### config.mk
export PLATFORM = sky130hd
export DESIGN_NAME = buf_dma_engine
export DESIGN_NICKNAME = d
export VERILOG_FILES = /design/src/rtl/buf_dma_pkg.sv /design/src/rtl/dma_lat_pipe.sv /design/src/rtl/buf_dma_engine.sv
export SDC_FILE = /design/constraint.sdc
export NUM_CORES = 1
export LEC_CHECK = 0
export ABC_AREA = 1
export CAP_MARGIN = 20
export CORE_MARGIN = 5
export CORE_UTILIZATION = 35
export CTS_CLUSTER_DIAMETER = 100
export DETAILED_ROUTE_END_ITERATION = 6
export HOLD_SLACK_MARGIN = 0.03
export PLACE_DENSITY_LB_ADDON = 0.3
export SLEW_MARGIN = 20
export SYNTH_ARGS = -nofsm -noshare
export SYNTH_HDL_FRONTEND = slang
export SYNTH_SLANG_ARGS = --single-unit
### constraint.sdc
create_clock -name clk -period 7.54 [get_ports clk]
set_input_delay 1.508 -clock clk [delete_from_list [all_inputs] [get_ports clk]]
set_output_delay 1.508 -clock clk [all_outputs]
set_load 0.01 [all_outputs]
### src/rtl/buf_dma_pkg.sv
// Shared types and constants for buf_dma_engine (state encoding, latched command fields).
// Struct field widths match the engine's default parameters.
package buf_dma_pkg;
    localparam int DMA_EXT_AW    = 32;
    localparam int DMA_BUF_AW    = 10;
    localparam int DMA_LEN_W     = 32;
    localparam int DMA_N_BUF     = 16;
    localparam int DMA_LOG_N_BUF = 4;

    localparam logic DIR_LOAD = 1'b0;
    localparam logic DIR_SAVE = 1'b1;

    typedef enum logic [1:0] {IDLE, ISSUE, DRAIN, DONE} dma_state_t;

    typedef struct packed {
        logic                     dir;
        logic                     set;
        logic [DMA_LOG_N_BUF-1:0] bank;
        logic [DMA_EXT_AW-1:0]    stride;
        logic [DMA_BUF_AW-1:0]    buf_start;
        logic [DMA_LEN_W-1:0]     words;
    } dma_cmd_t;

    function automatic logic [DMA_N_BUF-1:0] bank_onehot(input logic [DMA_LOG_N_BUF-1:0] b);
        return DMA_N_BUF'(1) << b;
    endfunction
endpackage

### src/rtl/dma_lat_pipe.sv
// Read-latency valid shift register: a read pushed now pops RD_LAT cycles later.
// cnt_o is the number of reads currently in flight.
module dma_lat_pipe #(
    parameter int RD_LAT = 1,
    parameter int CNT_W  = $clog2(RD_LAT + 1) + 1
) (
    input  logic             clk,
    input  logic             rst,
    input  logic             push_i,
    output logic             pop_o,
    output logic [CNT_W-1:0] cnt_o
);
    logic [RD_LAT-1:0] vld_q, vld_d;
    logic [CNT_W-1:0]  cnt_q, cnt_d;

    always_comb begin
        vld_d = (vld_q << 1) | RD_LAT'(push_i);
        cnt_d = cnt_q + CNT_W'(push_i) - CNT_W'(vld_q[RD_LAT-1]);
    end

    always_ff @(posedge clk) begin
        if (!rst) begin
            vld_q <= '0;
            cnt_q <= '0;
        end else begin
            vld_q <= vld_d;
            cnt_q <= cnt_d;
        end
    end

    assign pop_o = vld_q[RD_LAT-1];
    assign cnt_o = cnt_q;
endmodule

### src/rtl/buf_dma_engine.sv
// Block mover between external memory and one buffer bank, one word per cycle.
// Optional running checksum of written words when BUF_DMA_CHECKSUM_EN is defined.
module buf_dma_engine
    import buf_dma_pkg::*;
#(
    parameter int DW        = 16,
    parameter int EXT_AW    = DMA_EXT_AW,
    parameter int BUF_AW    = DMA_BUF_AW,
    parameter int N_BUF     = DMA_N_BUF,
    parameter int LOG_N_BUF = DMA_LOG_N_BUF,
    parameter int LEN_W     = DMA_LEN_W,
    parameter int RD_LAT    = 1
) (
    input  logic                 clk,
    input  logic                 rst,
    input  logic                 cmd_valid,
    output logic                 cmd_ready,
    input  logic                 cmd_dir,
    input  logic                 cmd_set,
    input  logic [LOG_N_BUF-1:0] cmd_bank,
    input  logic [EXT_AW-1:0]    cmd_ext_start,
    input  logic [EXT_AW-1:0]    cmd_ext_stride,
    input  logic [BUF_AW-1:0]    cmd_buf_start,
    input  logic [LEN_W-1:0]     cmd_words,
    output logic                 busy,
    output logic                 done,
`ifdef BUF_DMA_CHECKSUM_EN
    output logic [DW-1:0]        checksum,
`endif
    output logic                 ext_re,
    output logic [EXT_AW-1:0]    ext_rd_addr,
    input  logic [DW-1:0]        ext_rd_data,
    output logic                 ext_we,
    output logic [EXT_AW-1:0]    ext_wr_addr,
    output logic [DW-1:0]        ext_wr_data,
    output logic [N_BUF-1:0]     buf1_w_en,
    output logic [N_BUF-1:0]     buf2_w_en,
    output logic [N_BUF-1:0]     buf1_r_en,
    output logic [N_BUF-1:0]     buf2_r_en,
    output logic [BUF_AW-1:0]    buf_w_addr,
    output logic [DW-1:0]        buf_w_data,
    output logic [BUF_AW-1:0]    buf_r_addr,
    input  logic [DW-1:0]        buf1_r_data,
    input  logic [DW-1:0]        buf2_r_data
);
    localparam int PIPE_CW = $clog2(RD_LAT + 1) + 1;

    dma_state_t          state_q, state_d;
    dma_cmd_t            cmd_q, cmd_d;
    logic [LEN_W-1:0]    issue_cnt_q, issue_cnt_d;
    logic [LEN_W-1:0]    wr_cnt_q, wr_cnt_d;
    logic [EXT_AW-1:0]   rd_acc_q, rd_acc_d;
    logic [EXT_AW-1:0]   wr_acc_q, wr_acc_d;
    logic                accept, issuing, last_issue, is_load, wr_vld;
    logic [PIPE_CW-1:0]  pipe_cnt;
    logic [N_BUF-1:0]    oh;
    logic [DW-1:0]       wr_word;

    assign accept     = cmd_valid & cmd_ready;
    assign issuing    = (state_q == ISSUE);
    assign last_issue = issuing && (issue_cnt_q == cmd_q.words - LEN_W'(1));
    assign is_load    = (cmd_q.dir == DIR_LOAD);
    assign oh         = bank_onehot(cmd_q.bank);
    assign wr_word    = is_load ? ext_rd_data : (cmd_q.set ? buf2_r_data : buf1_r_data);

    dma_lat_pipe #(.RD_LAT(RD_LAT), .CNT_W(PIPE_CW)) u_lat_pipe (
        .clk    (clk),
        .rst    (rst),
        .push_i (issuing),
        .pop_o  (wr_vld),
        .cnt_o  (pipe_cnt)
    );

    // Both address streams are running accumulators, so stride never needs a multiplier.
    always_comb begin
        state_d     = state_q;
        cmd_d       = cmd_q;
        issue_cnt_d = issue_cnt_q;
        wr_cnt_d    = wr_cnt_q;
        rd_acc_d    = rd_acc_q;
        wr_acc_d    = wr_acc_q;
        case (state_q)
            IDLE: begin
                if (accept) begin
                    cmd_d.dir       = cmd_dir;
                    cmd_d.set       = cmd_set;
                    cmd_d.bank      = cmd_bank;
                    cmd_d.stride    = cmd_ext_stride;
                    cmd_d.buf_start = cmd_buf_start;
                    cmd_d.words     = cmd_words;
                    issue_cnt_d     = '0;
                    wr_cnt_d        = '0;
                    rd_acc_d        = cmd_ext_start;
                    wr_acc_d        = cmd_ext_start;
                    state_d         = (cmd_words == '0) ? DONE : ISSUE;
                end
            end
            ISSUE: begin
                issue_cnt_d = issue_cnt_q + LEN_W'(1);
                rd_acc_d    = rd_acc_q + cmd_q.stride;
                if (last_issue) state_d = DRAIN;
            end
            DRAIN: begin
                // Leave once the only read still in flight is the one writing back now.
                if (pipe_cnt == PIPE_CW'(wr_vld)) state_d = DONE;
            end
            DONE:    state_d = IDLE;
            default: state_d = IDLE;
        endcase
        if (wr_vld) begin
            wr_cnt_d = wr_cnt_q + LEN_W'(1);
            wr_acc_d = wr_acc_q + cmd_q.stride;
        end
    end

    always_ff @(posedge clk) begin
        if (!rst) begin
            state_q     <= IDLE;
            issue_cnt_q <= '0;
            wr_cnt_q    <= '0;
            rd_acc_q    <= '0;
            wr_acc_q    <= '0;
        end else begin
            state_q     <= state_d;
            issue_cnt_q <= issue_cnt_d;
            wr_cnt_q    <= wr_cnt_d;
            rd_acc_q    <= rd_acc_d;
            wr_acc_q    <= wr_acc_d;
        end
    end

    always_ff @(posedge clk) begin
        cmd_q <= cmd_d;
    end

    assign cmd_ready = (state_q == IDLE);
    assign busy      = (state_q != IDLE);
    assign done      = (state_q == DONE);

    // Issue stage drives read ports; write stage drives when the latency pipe pops.
    always_comb begin
        ext_re      = 1'b0;
        ext_rd_addr = '0;
        buf1_r_en   = '0;
        buf2_r_en   = '0;
        buf_r_addr  = '0;
        ext_we      = 1'b0;
        ext_wr_addr = '0;
        ext_wr_data = '0;
        buf1_w_en   = '0;
        buf2_w_en   = '0;
        buf_w_addr  = '0;
        buf_w_data  = '0;
        if (issuing) begin
            if (is_load) begin
                ext_re      = 1'b1;
                ext_rd_addr = rd_acc_q;
            end else begin
                buf1_r_en  = cmd_q.set ? '0 : oh;
                buf2_r_en  = cmd_q.set ? oh : '0;
                buf_r_addr = cmd_q.buf_start + issue_cnt_q[BUF_AW-1:0];
            end
        end
        if (wr_vld) begin
            if (is_load) begin
                buf1_w_en  = cmd_q.set ? '0 : oh;
                buf2_w_en  = cmd_q.set ? oh : '0;
                buf_w_addr = cmd_q.buf_start + wr_cnt_q[BUF_AW-1:0];
                buf_w_data = wr_word;
            end else begin
                ext_we      = 1'b1;
                ext_wr_addr = wr_acc_q;
                ext_wr_data = wr_word;
            end
        end
    end

`ifdef BUF_DMA_CHECKSUM_EN
    logic [DW-1:0] csum_q, csum_d;

    always_comb begin
        csum_d = csum_q;
        if (accept)      csum_d = '0;
        else if (wr_vld) csum_d = csum_q + wr_word;
    end

    always_ff @(posedge clk) begin
        if (!rst) csum_q <= '0;
        else      csum_q <= csum_d;
    end

    assign checksum = csum_q;
`endif
endmodule

==> flow_summary.toml, run 1 <==
[worst_setup_path]
cp-start-kind = "flip-flop"
required_ps = 6030
arrival_ps = 3410
crit_path_end_kind = "output pin"
r2r_cells = 16
critPathMaxFanout = 6
critPathKind = "reg2out"

[timing]
min_period_ps = 4920
slew_viol_final = 0
fin_worst_skew_ps = 15.14
fin_setup_tns_ps = 0
finalHoldViolCount = 0
maxSlewHeadroom_pct = 31.12
tightest_slew_ps = 1030
fin_crit_sh_pct = 65.25
grt_setup_unrepaired = "no"
fin_ws_ps = 2620
clock.fmax_mhz = 203.3
setup_violations = 0

[synth]
synth_area_mm2 = 0.01466
async_flop_share_pct = 0
synth_seq_cells = 191
synth_cell_types = 50
synth-edff-count = 80
synth_nets = 2465
dominantRegCellSynth = "dfxtp_1"
seq_area_frac_synth_pct = 31.55
synth.avg_cell_area_um2 = 6.634
synth_warnings = 0
syn-instance-count = 2209

[power]
intPower_mw = 2.727
p_seq_share_pct = 30.7
swShare_pct = 46.39
leakage_nw = 7.638
peakVddDrop_v = 0.0001342
comb_power_share_pct = 51.7
p_sw_mw = 2.359
power.share.clock_pct = 17.6
finalPower_mw = 5.086
power.density_mw_per_mm2 = 265.0

[hold_path]
hold_path_depth = 1
hp-class = "reg2reg"

[detailed_routing]
postRouteAntennaNets = 0
first_iter_violations = 1077
drt_first_pass_iters = 5
wl_per_cell_um = 17.22
drc = 0
vias = 15816
vias_per_cell = 5.157
wl_mm = 52.82

[global_route]
grt_pass1_wl_mm = 82.54
grt.total_usage_pct = 22.13
antenna_found_initial = 1
grt_max_degree = 68
grt_overflow = 0
grt_pass1_vias = 15544

[clock_network]
clockRootBuffer = "clkbuf_16"
clock_latency_ps = 470
htreeDepth = 4
postCtsSetupBuffers = 0
clock_path_buffers = 2
clk_pin_slew_ps = 80
ctsHoldBuffers = 0
clkSinkCount = 191
cts_tree = "done"
cts.repair.resized = 0
cts-buffers-inserted = 17

[place]
finalWeightedCongestion = 0.9399
place.port_buffers = 347
dp_hpwl_mm = 41.29
pre_cts_ws_ps = 2758

[die]
die_h_um = 214.6
die_w_um = 214.6
ios = 348
design.core.area_mm2 = 0.04167
core.rowCount = 75
dieArea_mm2 = 0.04606
start_util_pct = 35.17

[job]
cap_viol_max_count = 0

[finish]
finalNetCount = 2770
finalCoreUtilization_pct = 46.06
syn_to_final_growth_pct = 30.96
drive_gt1_share_pct = 3.364

[run_status]
outcome = "finished, final reports clean"
## worst max-delay path: stages (launching register included)
cell and delay, ps:
dfxtp_1 400, ha_1 290, fa_1 410, nand2_1 80
inv_1 50, o21ai_0 200, a21oi_1 110, o21ai_0 240
a21oi_1 130, nor2_1 100, nor2_1 60, o21a_1 160
nor3_1 120, clkdlybuf4s50_1 600
## flip-flops by register name, indices dropped and copies added (netlist names)
signal            cells
state_q               2
u_lat_pipe.cnt_o      2
wr_cnt_q             10
u_lat_pipe.pop_o      1
cmd_q                80
wr_acc_q             32
issue_cnt_q          32
rd_acc_q             32
## cell usage after synthesis (5+ instances only)
cell      number  area [µm²]
a211oi_1      11       82.58
a21boi_0       6       45.04
a21o_1         7       52.55
a21oi_1      193       965.9
a31oi_1       22       137.6
buf_1         10       37.54
clkbuf_1      59       221.5
dfxtp_1      111        2222
edfxtp_1      80        2402
ha_1          89        1114
inv_1        270        1013
inv_2          5       18.77
nand2_1      444        1667
nand3_1       92       460.4
nand3b_1      10       75.07
nand4_1       45       281.5
nor2_1       406        1524
nor2_2         6       37.54
nor3_1        55       275.3
nor3b_1        7       52.55
nor4_1        16       100.1
o211ai_1      11       82.58
o21a_1        15       112.6
o21ai_0       99       495.5
o21bai_1       8       60.06
o22ai_1       16       100.1
or2_2         13       81.33
xnor2_1       21       183.9
xor2_1        42       367.9
## layout by cell type (no fill, tap or decap), types with 13 or more instances in the layout
master	netlist	layout
nand2_1	444	442
nor2_1	406	406
clkdlybuf4s50_1	0	347
inv_1	270	268
a21oi_1	193	193
dfxtp_1	111	111
o21ai_0	99	98
nand3_1	92	92
ha_1	89	89
edfxtp_1	80	80
nor3_1	55	55
nand4_1	45	45
xor2_1	42	42
a31oi_1	22	22
xnor2_1	21	21
clkbuf_16	0	18
nor4_1	16	16
o22ai_1	16	16
o21a_1	15	15
or2_2	13	13
## layer usage
metal  wire, µm  GRT usage (%)  up-vias
li1           -              -     7923
met1      23320          27.99     7323
met2      25230          38.43      490
met3       2932          3.939       80
met4       1331          7.108        0
met5          0              0        -
## area by class of cell
type / instances / area (µm²)
inverters: 276 / 1037
flip-flops and latches: 191 / 4624
clock buffers: 23 / 490.5
fillers: 4194 / 22470
clock inverters: 9 / 70.07
multi-input cells: 1670 / 8737
repair buffers: 358 / 3556
diodes: 1 / 2.502
well taps: 539 / 674.4
## final timing paths
check,startpoint,endpoint,slack [ps]
max,issue_cnt_q[0]$_SDFFE_PN0P_,buf_r_addr[8],2620
min,u_lat_pipe.cnt_o[1]$_SDFF_PN0_,u_lat_pipe.cnt_o[1]$_SDFF_PN0_,470
max reg2reg,state_q[0]$_SDFFE_PN0P_,issue_cnt_q[30]$_SDFFE_PN0P_,4410
min reg2reg,u_lat_pipe.cnt_o[1]$_SDFF_PN0_,u_lat_pipe.cnt_o[1]$_SDFF_PN0_,470
## power by group through the flow
stage | Clock (mW) | Sequential, mW | Combinational [mW]
3_5_place_dp | 0 | 1.58 | 2.60
3_3_place_gp | 0 | 1.57 | 2.56
2_1_floorplan | 0 | 1.49 | 1.82
4_1_cts | 0.923 | 1.56 | 2.62
6_report | 0.897 | 1.56 | 2.63
5_1_grt | 0.970 | 1.59 | 2.94
## cells by family after synthesis
kind of cell | count (synthesis) | synth area share (%)
simple gates | 1110 | 32.09
buf+inv | 348 | 8.939
compound gates | 403 | 15.35
xor+xnor | 64 | 3.919
fa+ha+maj | 93 | 8.145
flops | 191 | 31.55
## stage by stage
step	hold slack [ps]	instance area (µm²)	instances
finish	474.1	19190	3067
global route	500.3	19190	3067
CTS	473.7	19190	3066
detailed placement	456.7	18630	3034
global placement	441.3	18630	3034
floorplan	423.3	14660	2209
Note: power is estimated with default switching activity, not from simulation.
==> run 2, diff against run 1 <==
==> constraint.sdc (replaced) <==
create_clock -name clk -period 5.1 [get_ports clk]
set_input_delay 1.02 -clock clk [delete_from_list [all_inputs] [get_ports clk]]
set_output_delay 1.02 -clock clk [all_outputs]
set_load 0.01 [all_outputs]
==> run 2 against run 1 <==
Die area is the same. Via count grew 0.39%. Final cell count is essentially flat. Register-to-register slack lost 2300 ps. Highest routed layer unchanged.
==> flow_summary.toml, run 2 (synthesis results as in run 1) <==
[timing]
finalHoldViolCount = 0
min_period_ps = 4457
maxSlewHeadroom_pct = 35.64
slew_viol_final = 0
fin_ws_ps = 642.8
clock.fmax_mhz = 224.4
setup_violations = 0
hold_ws_ps = 477.6
fin_worst_skew_ps = 16.08
fin_setup_tns_ps = 0
tightest_slew_ps = 964.3
grt_setup_unrepaired = "no"
fin_crit_sh_pct = 87.40

[finish]
antenna_cells = 0
top_register = "cmd_q"
drive_gt1_share_pct = 3.518
finalNetCount = 2773
finalCoreUtilization_pct = 46.27
largest_register_ffs = 80
layout_common_cells = "nand2_1 (442), nor2_1 (406), clkdlybuf4s50_1 (347)"
final_common_cell = "nand2_1"
fillCellCount = 4266
syn_to_final_growth_pct = 31.55
stdcell_area_mm2 = 0.01928
layout.cells.non_filler = 3069

[power]
peakVddDrop_v = 0.0002363
finalPower_mw = 7.685
power.density_mw_per_mm2 = 398.6
leakage_nw = 7.681

[detailed_routing]
wl_per_cell_um = 17.37
wl_mm = 53.30
drt_first_pass_iters = 6
drc = 0
vias = 15878
first_iter_violations = 1059
postRouteAntennaNets = 0
vias_per_cell = 5.174

[global_route]
grt_pass1_wl_mm = 83.55
grt.total_usage_pct = 22.46
grt_max_degree = 59
grt_pass1_vias = 15621
grt_overflow = 0
antenna_found_initial = 0

[place]
dp_cells = 3036
place.port_buffers = 347
placedInstanceArea_mm2 = 0.01865
finalWeightedCongestion = 0.9790
pre_cts_ws_ps = 1171
dp_hpwl_mm = 41.64

[worst_setup_path]
arrival_ps = 3440
cp-start-kind = "flip-flop"
r2r_cells = 11
required_ps = 4080
critPathMaxFanout = 4
crit_path_end_kind = "output pin"
critPathKind = "reg2out"

[clock_network]
postCtsSetupBuffers = 0
cts-buffers-inserted = 17
cts_tree = "done"
ctsHoldBuffers = 0
clk_pin_slew_ps = 80
clkSinkCount = 191
clock_latency_ps = 480
clock_path_buffers = 2
htreeDepth = 4
cts.repair.resized = 0
clockRootBuffer = "clkbuf_16"

[die]
core.rowCount = 75
design.core.area_mm2 = 0.04167
dieArea_mm2 = 0.04606
die_w_um = 214.6
ios = 348
start_util_pct = 35.17
die_h_um = 214.6

[run_status]
outcome = "finished, final reports clean"

[hold_path]
hold_path_depth = 1
hp-class = "reg2reg"

[job]
cap_viol_max_count = 0
## run 2: changes by cell type in the layout (fill, tap and decap cells not counted), sizes merged
cell,delta
clkbuf,-6
buf,+3
bufinv,+2
clkinv,+2
clkinvlp,+1
diode,-1
inv,+1
## run 2: layout make-up
type                    count  area [µm²]  area share [%]
clock buffers              17       425.4           2.207
well taps                 539       674.4           3.498
inverters                 276        1037           5.380
flip-flops and latches    191        4624           23.99
repair buffers            361        3591           18.63
clock inverters            15       176.4          0.9151
multi-input cells        1670        8750           45.39
## run 2: final timing paths
kind / from / endpoint / slack, ps
max: cmd_q[32]$_DFFE_PP_ / buf_r_addr[8] / 640
min reg2reg: u_lat_pipe.cnt_o[1]$_SDFF_PN0_ / u_lat_pipe.cnt_o[1]$_SDFF_PN0_ / 480
max reg2reg: state_q[0]$_SDFFE_PN0P_ / wr_acc_q[13]$_SDFFE_PN0P_ / 2140
min: u_lat_pipe.cnt_o[1]$_SDFF_PN0_ / u_lat_pipe.cnt_o[1]$_SDFF_PN0_ / 480
## run 2: metal layers
metal / up-vias / wire, µm / global-route usage, %
li1: 7938 / - / -
met1: 7321 / 23070 / 28.31
met2: 526 / 25350 / 38.41
met3: 93 / 3228 / 4.490
met4: 0 / 1648 / 7.881
met5: - / 0 / 0
## run 2: critical path, cell delays in order, from the launching register on
cell	delay [ps]
edfxtp_1	410
ha_1	280
fa_1	400
nand2_1	80
inv_1	50
o21ai_0	230
a21oi_1	130
o21ai_0	230
a21oi_1	130
nor2_1	120
nor2_1	70
o21a_1	160
nor3_1	120
clkdlybuf4s50_1	560
## run 2: power by group
part           switching (mW)  total, mW  internal, mW
clock                   0.677       1.42         0.741
sequential              0.347       2.32          1.98
combinational            2.57       3.94          1.38
